$ cat src/rtl/filter_cfg_ctrl_if.sv
// Bus bundle between the IIR filter configuration controller and its surroundings:
// coefficient config port, sample stream and the filter datapath hookup.
interface filter_cfg_ctrl_if #(
  parameter int WIDTH = 31
);
  logic             cfg_we;
  logic [1:0]       cfg_addr;
  logic [WIDTH:0]   cfg_wdata;
  logic [WIDTH:0]   cfg_rdata;
  logic             cfg_commit;
  logic             bypass;
  logic [WIDTH:0]   x_in;
  logic             x_valid;
  logic [WIDTH:0]   filt_x;
  logic [WIDTH:0]   filt_a1;
  logic [WIDTH:0]   filt_b0;
  logic [WIDTH:0]   filt_b1;
  logic             filt_rst;
  logic [WIDTH:0]   filt_y;
  logic [WIDTH:0]   y_out;
  logic             y_valid;
  logic             busy;

  modport slave (
    input  cfg_we, cfg_addr, cfg_wdata, cfg_commit, bypass, x_in, x_valid, filt_y,
    output cfg_rdata, filt_x, filt_a1, filt_b0, filt_b1, filt_rst, y_out, y_valid, busy
  );

  modport master (
    output cfg_we, cfg_addr, cfg_wdata, cfg_commit, bypass, x_in, x_valid, filt_y,
    input  cfg_rdata, filt_x, filt_a1, filt_b0, filt_b1, filt_rst, y_out, y_valid, busy
  );
endinterface

$ cat src/rtl/filter_cfg_ctrl.sv
// Configuration/sequencing controller for a first-order IIR filter: shadow/active
// coefficients, atomic commit with filter flush, settle masking and output register.
module filter_cfg_ctrl #(
  parameter int WIDTH         = 31,
  parameter int FLUSH_CYCLES  = 2,
  parameter int SETTLE_CYCLES = 4
) (
  input  logic               i_clk,
  input  logic               i_rst_n,
  filter_cfg_ctrl_if.slave   io_cfg
);

  localparam int MAXC  = (FLUSH_CYCLES > SETTLE_CYCLES) ? FLUSH_CYCLES : SETTLE_CYCLES;
  localparam int CNT_W = $clog2(MAXC + 1);
  localparam logic [CNT_W-1:0] FLUSH_LOAD  = CNT_W'(FLUSH_CYCLES - 1);
  localparam logic [CNT_W-1:0] SETTLE_LOAD = CNT_W'(SETTLE_CYCLES - 1);
  localparam logic [WIDTH:0]   COEF_ONE    = {{WIDTH{1'b0}}, 1'b1} << (WIDTH / 2);

  localparam logic [1:0] ST_RUN    = 2'd0;
  localparam logic [1:0] ST_FLUSH  = 2'd1;
  localparam logic [1:0] ST_SETTLE = 2'd2;

  logic [1:0]       r_state;
  logic [CNT_W-1:0] r_cnt;
  logic             r_pending;
  logic             r_filt_rst;
  logic [WIDTH:0]   r_a1_sh, r_b0_sh, r_b1_sh;
  logic [WIDTH:0]   r_a1, r_b0, r_b1;
  logic [WIDTH:0]   r_rdata;
  logic [WIDTH:0]   r_y_out;
  logic             r_y_valid;

  logic [WIDTH:0]   w_a1_sh, w_b0_sh, w_b1_sh;
  logic [WIDTH:0]   w_rdata;
  logic [1:0]       w_state_nxt;
  logic [CNT_W-1:0] w_cnt_nxt;
  logic             w_pending_nxt;
  logic             w_load_active;

  // Shadow values including this cycle's write, so a same-cycle commit sees the new word
  always_comb begin
    w_a1_sh = r_a1_sh;
    w_b0_sh = r_b0_sh;
    w_b1_sh = r_b1_sh;
    if (io_cfg.cfg_we) begin
      case (io_cfg.cfg_addr)
        2'd0:    w_a1_sh = io_cfg.cfg_wdata;
        2'd1:    w_b0_sh = io_cfg.cfg_wdata;
        2'd2:    w_b1_sh = io_cfg.cfg_wdata;
        default: ;
      endcase
    end
  end

  always_comb begin
    case (io_cfg.cfg_addr)
      2'd0:    w_rdata = r_a1_sh;
      2'd1:    w_rdata = r_b0_sh;
      2'd2:    w_rdata = r_b1_sh;
      default: w_rdata = '0;
    endcase
  end

  // A commit arriving on the last SETTLE cycle is treated like a pending one
  always_comb begin
    w_state_nxt   = r_state;
    w_cnt_nxt     = r_cnt;
    w_pending_nxt = r_pending;
    w_load_active = 1'b0;
    case (r_state)
      ST_RUN: begin
        if (io_cfg.cfg_commit || r_pending) begin
          w_load_active = 1'b1;
          w_pending_nxt = 1'b0;
          w_state_nxt   = ST_FLUSH;
          w_cnt_nxt     = FLUSH_LOAD;
        end
      end
      ST_FLUSH: begin
        if (io_cfg.cfg_commit) w_pending_nxt = 1'b1;
        if (r_cnt == '0) begin
          w_state_nxt = ST_SETTLE;
          w_cnt_nxt   = SETTLE_LOAD;
        end else begin
          w_cnt_nxt = r_cnt - CNT_W'(1);
        end
      end
      ST_SETTLE: begin
        if (r_cnt == '0) begin
          if (r_pending || io_cfg.cfg_commit) begin
            w_load_active = 1'b1;
            w_pending_nxt = 1'b0;
            w_state_nxt   = ST_FLUSH;
            w_cnt_nxt     = FLUSH_LOAD;
          end else begin
            w_state_nxt = ST_RUN;
          end
        end else begin
          if (io_cfg.cfg_commit) w_pending_nxt = 1'b1;
          w_cnt_nxt = r_cnt - CNT_W'(1);
        end
      end
      default: begin
        w_state_nxt = ST_FLUSH;
        w_cnt_nxt   = FLUSH_LOAD;
      end
    endcase
  end

  always_ff @(posedge i_clk or negedge i_rst_n) begin
    if (!i_rst_n) begin
      r_state    <= ST_FLUSH;
      r_cnt      <= FLUSH_LOAD;
      r_pending  <= 1'b0;
      r_filt_rst <= 1'b1;
      r_a1_sh    <= '0;
      r_b0_sh    <= COEF_ONE;
      r_b1_sh    <= '0;
      r_a1       <= '0;
      r_b0       <= COEF_ONE;
      r_b1       <= '0;
      r_rdata    <= '0;
      r_y_out    <= '0;
      r_y_valid  <= 1'b0;
    end else begin
      r_state    <= w_state_nxt;
      r_cnt      <= w_cnt_nxt;
      r_pending  <= w_pending_nxt;
      r_filt_rst <= (w_state_nxt == ST_FLUSH);
      r_a1_sh    <= w_a1_sh;
      r_b0_sh    <= w_b0_sh;
      r_b1_sh    <= w_b1_sh;
      if (w_load_active) begin
        r_a1 <= w_a1_sh;
        r_b0 <= w_b0_sh;
        r_b1 <= w_b1_sh;
      end
      r_rdata    <= w_rdata;
      r_y_out    <= io_cfg.bypass ? io_cfg.x_in : io_cfg.filt_y;
      r_y_valid  <= io_cfg.x_valid &
                    (io_cfg.bypass | ((r_state == ST_RUN) & ~io_cfg.cfg_commit));
    end
  end

  assign io_cfg.filt_x    = (r_state != ST_FLUSH && io_cfg.x_valid) ? io_cfg.x_in : '0;
  assign io_cfg.filt_a1   = r_a1;
  assign io_cfg.filt_b0   = r_b0;
  assign io_cfg.filt_b1   = r_b1;
  assign io_cfg.filt_rst  = r_filt_rst;
  assign io_cfg.cfg_rdata = r_rdata;
  assign io_cfg.y_out     = r_y_out;
  assign io_cfg.y_valid   = r_y_valid;
  assign io_cfg.busy      = (r_state != ST_RUN) | r_pending;

endmodule

$ cat src/flat_wrapper.sv
// flat-port wrapper written by rule: the top's interface ports become plain ports
module filter_cfg_ctrl_flat 
#(
  parameter int WIDTH         = 31,
  parameter int FLUSH_CYCLES  = 2,
  parameter int SETTLE_CYCLES = 4
)
  (i_clk, i_rst_n, io_cfg_cfg_we, io_cfg_cfg_addr, io_cfg_cfg_wdata, io_cfg_cfg_commit, io_cfg_bypass, io_cfg_x_in, io_cfg_x_valid, io_cfg_filt_y, io_cfg_cfg_rdata, io_cfg_filt_x, io_cfg_filt_a1, io_cfg_filt_b0, io_cfg_filt_b1, io_cfg_filt_rst, io_cfg_y_out, io_cfg_y_valid, io_cfg_busy);
  filter_cfg_ctrl_if #(.WIDTH(WIDTH)) io_cfg_i ();
  input  logic i_clk;
  input  logic i_rst_n;
  input wire logic [$bits(io_cfg_i.cfg_we)-1:0] io_cfg_cfg_we;
  input wire logic [$bits(io_cfg_i.cfg_addr)-1:0] io_cfg_cfg_addr;
  input wire logic [$bits(io_cfg_i.cfg_wdata)-1:0] io_cfg_cfg_wdata;
  input wire logic [$bits(io_cfg_i.cfg_commit)-1:0] io_cfg_cfg_commit;
  input wire logic [$bits(io_cfg_i.bypass)-1:0] io_cfg_bypass;
  input wire logic [$bits(io_cfg_i.x_in)-1:0] io_cfg_x_in;
  input wire logic [$bits(io_cfg_i.x_valid)-1:0] io_cfg_x_valid;
  input wire logic [$bits(io_cfg_i.filt_y)-1:0] io_cfg_filt_y;
  output wire logic [$bits(io_cfg_i.cfg_rdata)-1:0] io_cfg_cfg_rdata;
  output wire logic [$bits(io_cfg_i.filt_x)-1:0] io_cfg_filt_x;
  output wire logic [$bits(io_cfg_i.filt_a1)-1:0] io_cfg_filt_a1;
  output wire logic [$bits(io_cfg_i.filt_b0)-1:0] io_cfg_filt_b0;
  output wire logic [$bits(io_cfg_i.filt_b1)-1:0] io_cfg_filt_b1;
  output wire logic [$bits(io_cfg_i.filt_rst)-1:0] io_cfg_filt_rst;
  output wire logic [$bits(io_cfg_i.y_out)-1:0] io_cfg_y_out;
  output wire logic [$bits(io_cfg_i.y_valid)-1:0] io_cfg_y_valid;
  output wire logic [$bits(io_cfg_i.busy)-1:0] io_cfg_busy;
  assign io_cfg_i.cfg_we = io_cfg_cfg_we;
  assign io_cfg_i.cfg_addr = io_cfg_cfg_addr;
  assign io_cfg_i.cfg_wdata = io_cfg_cfg_wdata;
  assign io_cfg_i.cfg_commit = io_cfg_cfg_commit;
  assign io_cfg_i.bypass = io_cfg_bypass;
  assign io_cfg_i.x_in = io_cfg_x_in;
  assign io_cfg_i.x_valid = io_cfg_x_valid;
  assign io_cfg_i.filt_y = io_cfg_filt_y;
  assign io_cfg_cfg_rdata = io_cfg_i.cfg_rdata;
  assign io_cfg_filt_x = io_cfg_i.filt_x;
  assign io_cfg_filt_a1 = io_cfg_i.filt_a1;
  assign io_cfg_filt_b0 = io_cfg_i.filt_b0;
  assign io_cfg_filt_b1 = io_cfg_i.filt_b1;
  assign io_cfg_filt_rst = io_cfg_i.filt_rst;
  assign io_cfg_y_out = io_cfg_i.y_out;
  assign io_cfg_y_valid = io_cfg_i.y_valid;
  assign io_cfg_busy = io_cfg_i.busy;
  filter_cfg_ctrl #(.WIDTH(WIDTH), .FLUSH_CYCLES(FLUSH_CYCLES), .SETTLE_CYCLES(SETTLE_CYCLES)) u_core (.i_clk(i_clk), .i_rst_n(i_rst_n), .io_cfg(io_cfg_i));
endmodule
$ cat config.mk
export PLATFORM = sky130hd
export DESIGN_NAME = filter_cfg_ctrl_flat
export DESIGN_NICKNAME = d
export VERILOG_FILES = /design/src/rtl/filter_cfg_ctrl_if.sv /design/src/rtl/filter_cfg_ctrl.sv /design/src/flat_wrapper.sv
export SDC_FILE = /design/constraint.sdc
export NUM_CORES = 1
export LEC_CHECK = 0
export CAP_MARGIN = 0
export CORE_UTILIZATION = 48
export CTS_CLUSTER_DIAMETER = 120
export DETAILED_ROUTE_END_ITERATION = 10
export GPL_TIMING_DRIVEN = 0
export PLACE_DENSITY_LB_ADDON = 0.1
export SKIP_LAST_GASP = 1
export SLEW_MARGIN = 20
export SYNTH_ARGS = -nofsm -noshare
export SYNTH_HDL_FRONTEND = slang
export SYNTH_SLANG_ARGS = --single-unit
$ cat constraint.sdc
create_clock -name i_clk -period 3.1 [get_ports i_clk]
set_clock_uncertainty 0.2 [all_clocks]
set_input_delay 0.62 -clock i_clk [delete_from_list [all_inputs] [get_ports i_clk]]
set_output_delay 0.62 -clock i_clk [all_outputs]
set_load 0.005 [all_outputs]
**Word-level counts from Yosys, hierarchy flattened**

Cells that the tools add are included.

- Bits in registers: 264
- Bits in latches: 0
- RAM bits: 0
- Bits in read-only memories: 0
- Output and inout port bits: 195
- Word-level logic and storage cells: 57
- Memories kept: 0

- Add/subtract/negate cells: 1
- $mul: 0
- Div/mod/pow operators: 0
- Magnitude comparators: 0
- Equality and inequality tests: 6
- Shift-type cells: 0
- Multiplexer cells: 25
- Bitwise operators: 5
- Reductions and logical operators: 7

Operators with widths:

| operator | count |
|---|---|
| two-way mux 32 bit | 8 |
| one-hot mux 32 bit (3 select lines) | 1 |
| two-way mux 3 bit | 3 |
| one-hot mux 3 bit (3 select lines) | 1 |
| equality test 2 x 1 -> 1 bit, second input constant | 3 |
| two-way mux 1 bit | 6 |
| two-way mux 2 bit | 3 |
| one-hot mux 2 bit (3 select lines) | 1 |
| equality test 2 bit, second input constant | 2 |
| logical NOT 2 bit | 2 |
| logical NOT 3 bit | 1 |
| one-hot mux 1 bit (3 select lines) | 1 |
| nonzero test 3 bit | 1 |
| subtractor 3 x 1 -> 3 bit, second input constant | 1 |
| bitwise AND 1 bit | 2 |
| != test 2 x 1 -> 1 bit, second input constant | 1 |
| bitwise OR 1 bit | 2 |
| one-hot mux 1 bit (2 select lines) | 1 |
| nonzero test 2 bit | 1 |
| logical AND 1 bit | 1 |
| logical OR 1 bit | 1 |
| NOT 1 bit | 1 |

**Longest topological paths before layout**

Gate-level depths: netlist of the first run.

- Word-level depth: 5
- Depth in mapped cells: 8
- Depth with buffers taken out: 6

**Worst setup path before layout of the first run**

No wires, ideal clock.

- Path type: reg-to-reg
- From: register u_core.r_state[0]
- To: register u_core.r_b1[10], in the netlist u_core.io_cfg.filt_b1[10]
- Arrival: 1.998 ns
- Data required time: 2.775 ns
- Setup slack: 0.778 ns
- Stages on the path, launching flop included: 9
- Path through: dfstp_2 > inv_1 > ha_1 > buf_2 > o22a_1 > o21ai_1 > buf_2 > buf_4 > mux2_2

- Longest elaborated chain between the ends: 2
- Elaborated cells between the ends (all ways): 3
- Classes of those cells: eq/ne (1); mux (1); reduce/logical (1)

RTL lines:

| what | RTL line | RTL |
|---|---|---|
| start: declaration | filter_cfg_ctrl.sv:23 | `logic [1:0] r_state;` |
| start signal: assignment | filter_cfg_ctrl.sv:126 | `r_state <= w_state_nxt;` |
| equality test 2 bit / logical NOT 2 bit (equally long branches) | filter_cfg_ctrl.sv:70 | `case (r_state)` |
| one-hot mux 1 bit (2 select lines) * | filter_cfg_ctrl.sv:70 |  |
| end signal: assignment | filter_cfg_ctrl.sv:136 | `r_b1 <= w_b1_sh;` |
| end: declaration | filter_cfg_ctrl.sv:28 | `logic [WIDTH:0] r_a1, r_b0, r_b1;` |

Mark *: on every way between the ends. The rest lies on a longest branch, timed or not.
A chain may end at the register's enable or synchronous reset.

**Final worst setup path of the first run**

- From: input port io_cfg_x_valid
- To: output port io_cfg_filt_x[14]

- Longest elaborated chain between the ends: 2

RTL lines:

| what | RTL line | RTL |
|---|---|---|
| start: declaration | flat_wrapper.sv:18 | `input wire logic [$bits(io_cfg_i.x_valid)-1:0] io_cfg_x_valid;` |
| logical AND 1 bit | filter_cfg_ctrl.sv:145 | `assign io_cfg.filt_x = (r_state != ST_FLUSH && io_cfg.x_valid) ? io_cfg.x_in : '0;` |
| two-way mux 32 bit | filter_cfg_ctrl.sv:145 |  |
| end: declaration | flat_wrapper.sv:21 | `output wire logic [$bits(io_cfg_i.filt_x)-1:0] io_cfg_filt_x;` |

Every way passes these cells.

==> results of run 1 <==
==> placed cells by master (no fill, tap or decap), drive strengths merged, types with 3 or more instances in the layout <==
| cell | count |
|---|---|
| dfstp | 5 |
| bufinv | 3 |
| ha | 6 |
| nand3 | 4 |
| dfrtp | 259 |
| mux2i | 32 |
| and2 | 32 |
| nand2b | 3 |
| buf | 30 |
| inv | 6 |
| o21ai | 36 |
| nor2b | 4 |
| clkdlybuf4s50 | 295 |
| clkbuf | 57 |
| clkinv | 3 |
| nand2 | 35 |
| a21oi | 8 |
| nor2 | 3 |
| mux2 | 225 |
==> through the flow <==
step | cell area [um^2] | setup WS [ns]
2_1_floorplan | 10600 | 0.778
3_3_place_gp | 13900 | -10.06
3_5_place_dp | 14000 | -0.324
4_1_cts | 15000 | 0.0531
5_1_grt | 15000 | -0.0155
6_report | 15000 | 0.0743
==> power groups by stage <==
stage	sequential, mW	combinational (mW)	clock (mW)
3_5_place_dp	5.08	4.43	0
6_report	5.03	4.44	3.45
4_1_cts	5.03	4.49	3.51
3_3_place_gp	5.07	4.36	0
5_1_grt	5.15	4.78	3.66
2_1_floorplan	5.06	1.94	0
==> per-layer routing <==
| metal | routed length, um | vias up |
|---|---|---|
| met5 | 0 | - |
| met2 | 13200 | 166 |
| met4 | 521 | 0 |
| li1 | - | 3126 |
| met1 | 11600 | 3397 |
| met3 | 1310 | 36 |
==> state kept, by name (all words and copies together), names as in the netlist <==
| name | flops |
|---|---|
| u_core.r_a1_sh | 32 |
| u_core.r_state | 2 |
| u_core.r_b0_sh | 32 |
| u_core.r_pending | 1 |
| u_core.r_b1_sh | 32 |
| u_core.io_cfg.filt_a1 | 32 |
| u_core.io_cfg.cfg_rdata | 32 |
| u_core.io_cfg.filt_b0 | 32 |
| u_core.io_cfg.filt_rst | 1 |
| u_core.io_cfg.y_valid | 1 |
| u_core.io_cfg.filt_b1 | 32 |
| u_core.r_cnt | 3 |
| u_core.io_cfg.y_out | 32 |
==> timing repair <==
action | CTS | global route
resized for setup | 10 | 1
hold buffers | 1 | 0
setup buffers | 1 | 0
endpoints found under the hold margin | 76 | 0
endpoints found under the setup margin | 32 | 11
pin swaps | 0 | 0
==> layout make-up <==
class / count / area share, %
Clock inverter: 7 / 0.761
Timing Repair Buffer: 300 / 20.3
Multi-Input combinational cell: 397 / 25.1
Tap cell: 275 / 2.30
Buffer: 38 / 1.50
Clock buffer: 45 / 5.72
Inverter: 5 / 0.125
Sequential cell: 264 / 44.2
==> kinds of logic (layout without fill, tap and decap cells) <==
kind of cell | Yosys count | in the layout | share of synthesized area, %
DFF | 264 | 264 | 62.5
muxes | 257 | 257 | 28.0
and+or+nand+nor | 85 | 85 | 4.22
buffers and inverters | 43 | 395 | 2.09
adders and majority gates | 6 | 6 | 0.709
AOI/OAI and AO/OA | 49 | 49 | 2.47
==> worst paths after layout <==
check | startpoint | to | slack, ns | cells after the start
worst min register to register | u_core.r_b1_sh[25]$_DFF_PN0_ | u_core.io_cfg.cfg_rdata[25]$_DFF_PN0_ | 0.28 | 2
min in group asynchronous | i_rst_n | u_core.io_cfg.cfg_rdata[5]$_DFF_PN0_ | 0.45 | 2
worst max register to register | u_core.r_state[0]$_DFF_PN1_ | u_core.io_cfg.filt_b1[16]$_DFFE_PN0P_ | 0.32 | 8
max in group asynchronous | i_rst_n | u_core.io_cfg.filt_rst$_DFF_PN1_ | 1.35 | 3
worst min-delay path | u_core.r_b1_sh[25]$_DFF_PN0_ | u_core.io_cfg.cfg_rdata[25]$_DFF_PN0_ | 0.28 | 2
worst max-delay path | io_cfg_x_valid | io_cfg_filt_x[14] | 0.07 | 5
==> worst max-delay path: cells and delay by family <==
kind                   cells  cell delay, ns
buffers and inverters      3            1.23
AND/OR/NAND/NOR            2            0.36
==> impl_metrics.yaml, run 1 <==
clock_network:
  clkTransAtPathRegs_ns: 0.06
  clock_latency_ns: 0.53
  cts_buffers: 28
  htree_levels: 1
  cts_tree: "done"
  clockBufferDepth: 3
  clock-sinks: 264
  cts_root_buffer: "clkbuf_16"
setup_path:
  crit_path_max_incr_delay_ns: 0.54
  required_ns: 2.28
  worstPathCellList: "clkdlybuf4s50_1, nor2b_4, clkbuf_8, and2_1, clkdlybuf4s50_1"
  cpMaxStageDelayCell: "clkdlybuf4s50_1"
  crit_arrival_ns: 2.21
  critPathLaunchType: "input pin"
  endpoint_kind: "primary output"
  crit_top_cell: "clkdlybuf4s50_1"
  worstSetupPathType: "in -> out"
  worstPathMaxFanout: 10
route:
  routed_via_density: 5.05
  drtIter0Drc: 220
  drc: 0
  route.antenna.remaining_nets: 0
  dr_total_vias: 6725
  first_pass_iters: 4
  routedWlPerCell_um: 19.9
  wl_um: 26500
global_route:
  grt_pass1_vias: 7100
  use_met3_pct: 4.82
  grt_pass1_wl_um: 40200
  antenna_found_initial: 0
  grt.met2_usage_pct: 39.2
  track_usage_pct: 23.6
  overflow: 0
  grt_max_degree: 96
  busiest_layer: "met2"
  gr-usage-met1_pct: 31.9
timing:
  tightest_slew_ns: 0.716
  maxSlewHeadroom_pct: 52.2
  fmax_mhz: 330
  fin_setup_tns_ns: 0
  hold_slack_ns: 0.277
  finalCriticalPeriod_ns: 3.03
  setup_viol: 0
  finalHoldViolations: 0
  fin_crit_sh_pct: 97.6
  rsz0062_at_grt: "yes"
  maxSlewViolCount: 0
power_and_ir_drop:
  p_int_mw: 9.48
  netSwitchingFraction_pct: 26.6
  power.total_mw: 12.9
  seq_power_share_pct: 38.9
  p_leak_nw: 6.55
  p_per_area_nw_per_um2: 863
  netSwitchingPower_mw: 3.44
  clkPwrFrac_pct: 26.7
  combPwrFrac_pct: 34.3
  ir_drop_uv: 598
logic_synthesis:
  ys_top_cells_by_area: "dfrtp_1, mux2_2, mux2_4, mux2i_1, and2_1"
  yosysTopAreaCell: "dfrtp_1"
  synthTopCellsByCount: "dfrtp_1, mux2_2, o21ai_0, nand2_1"
  synthFlopType: "dfrtp_1"
  ys_ff_latch: 264
  synthDominantCellAreaShare_pct: 61.2
  synth_cell_type_count: 30
  synth_edf_count: 0
  synthCells: 704
  ys_seq_area_share_pct: 62.5
  synth-warning-count: 0
  synth_fp_nets: 814
  async_flop_share_pct: 100
  avgSynthCellArea_um2: 15.0
  yosysMostFrequentCell: "dfrtp_1"
  netlist_area_um2: 10600
run:
  cap_violations: 0
cells_and_area:
  fillers: 1539
  final_util_pct: 70.3
  insertedDiodeCount: 0
  fin_cells: 1331
  seqCellArea_um2: 6610
  syn2layout_area_growth_pct: 41.4
  multi_input_area_um2: 3760
  final_nets: 1144
  drive_gt1_share_pct: 29.5
floorplan:
  rows: 53
  core_um2: 21300
  die_width_um: 150
  dieHeight_um: 150
  io_pins: 299
  die_area_um2: 22600
  start_util_pct: 49.7
placed_design:
  dp.cells: 1277
  dp.final_hpwl_um: 18400
  port_buffers: 296
  place.gp.congestion: 0.789
worst_hold_path:
  hold_class: "reg -> reg"
outcome:
  status: "finished, final reports clean"
No activity file was read; power rests on OpenSTA's default activity.
==> inputs of run 2 (changes only) <==
CTS_CLUSTER_DIAMETER = default   (was 120)
==> results of run 2 <==
Final layout, timing and power as in run 1 (identical DEF).
==> inputs of run 3 (changes only) <==
CAP_MARGIN = 40   (was 0)
CTS_CLUSTER_SIZE = 24   (was default)
==> results of run 3 <==
Final layout, timing and power as in run 1 (identical DEF).
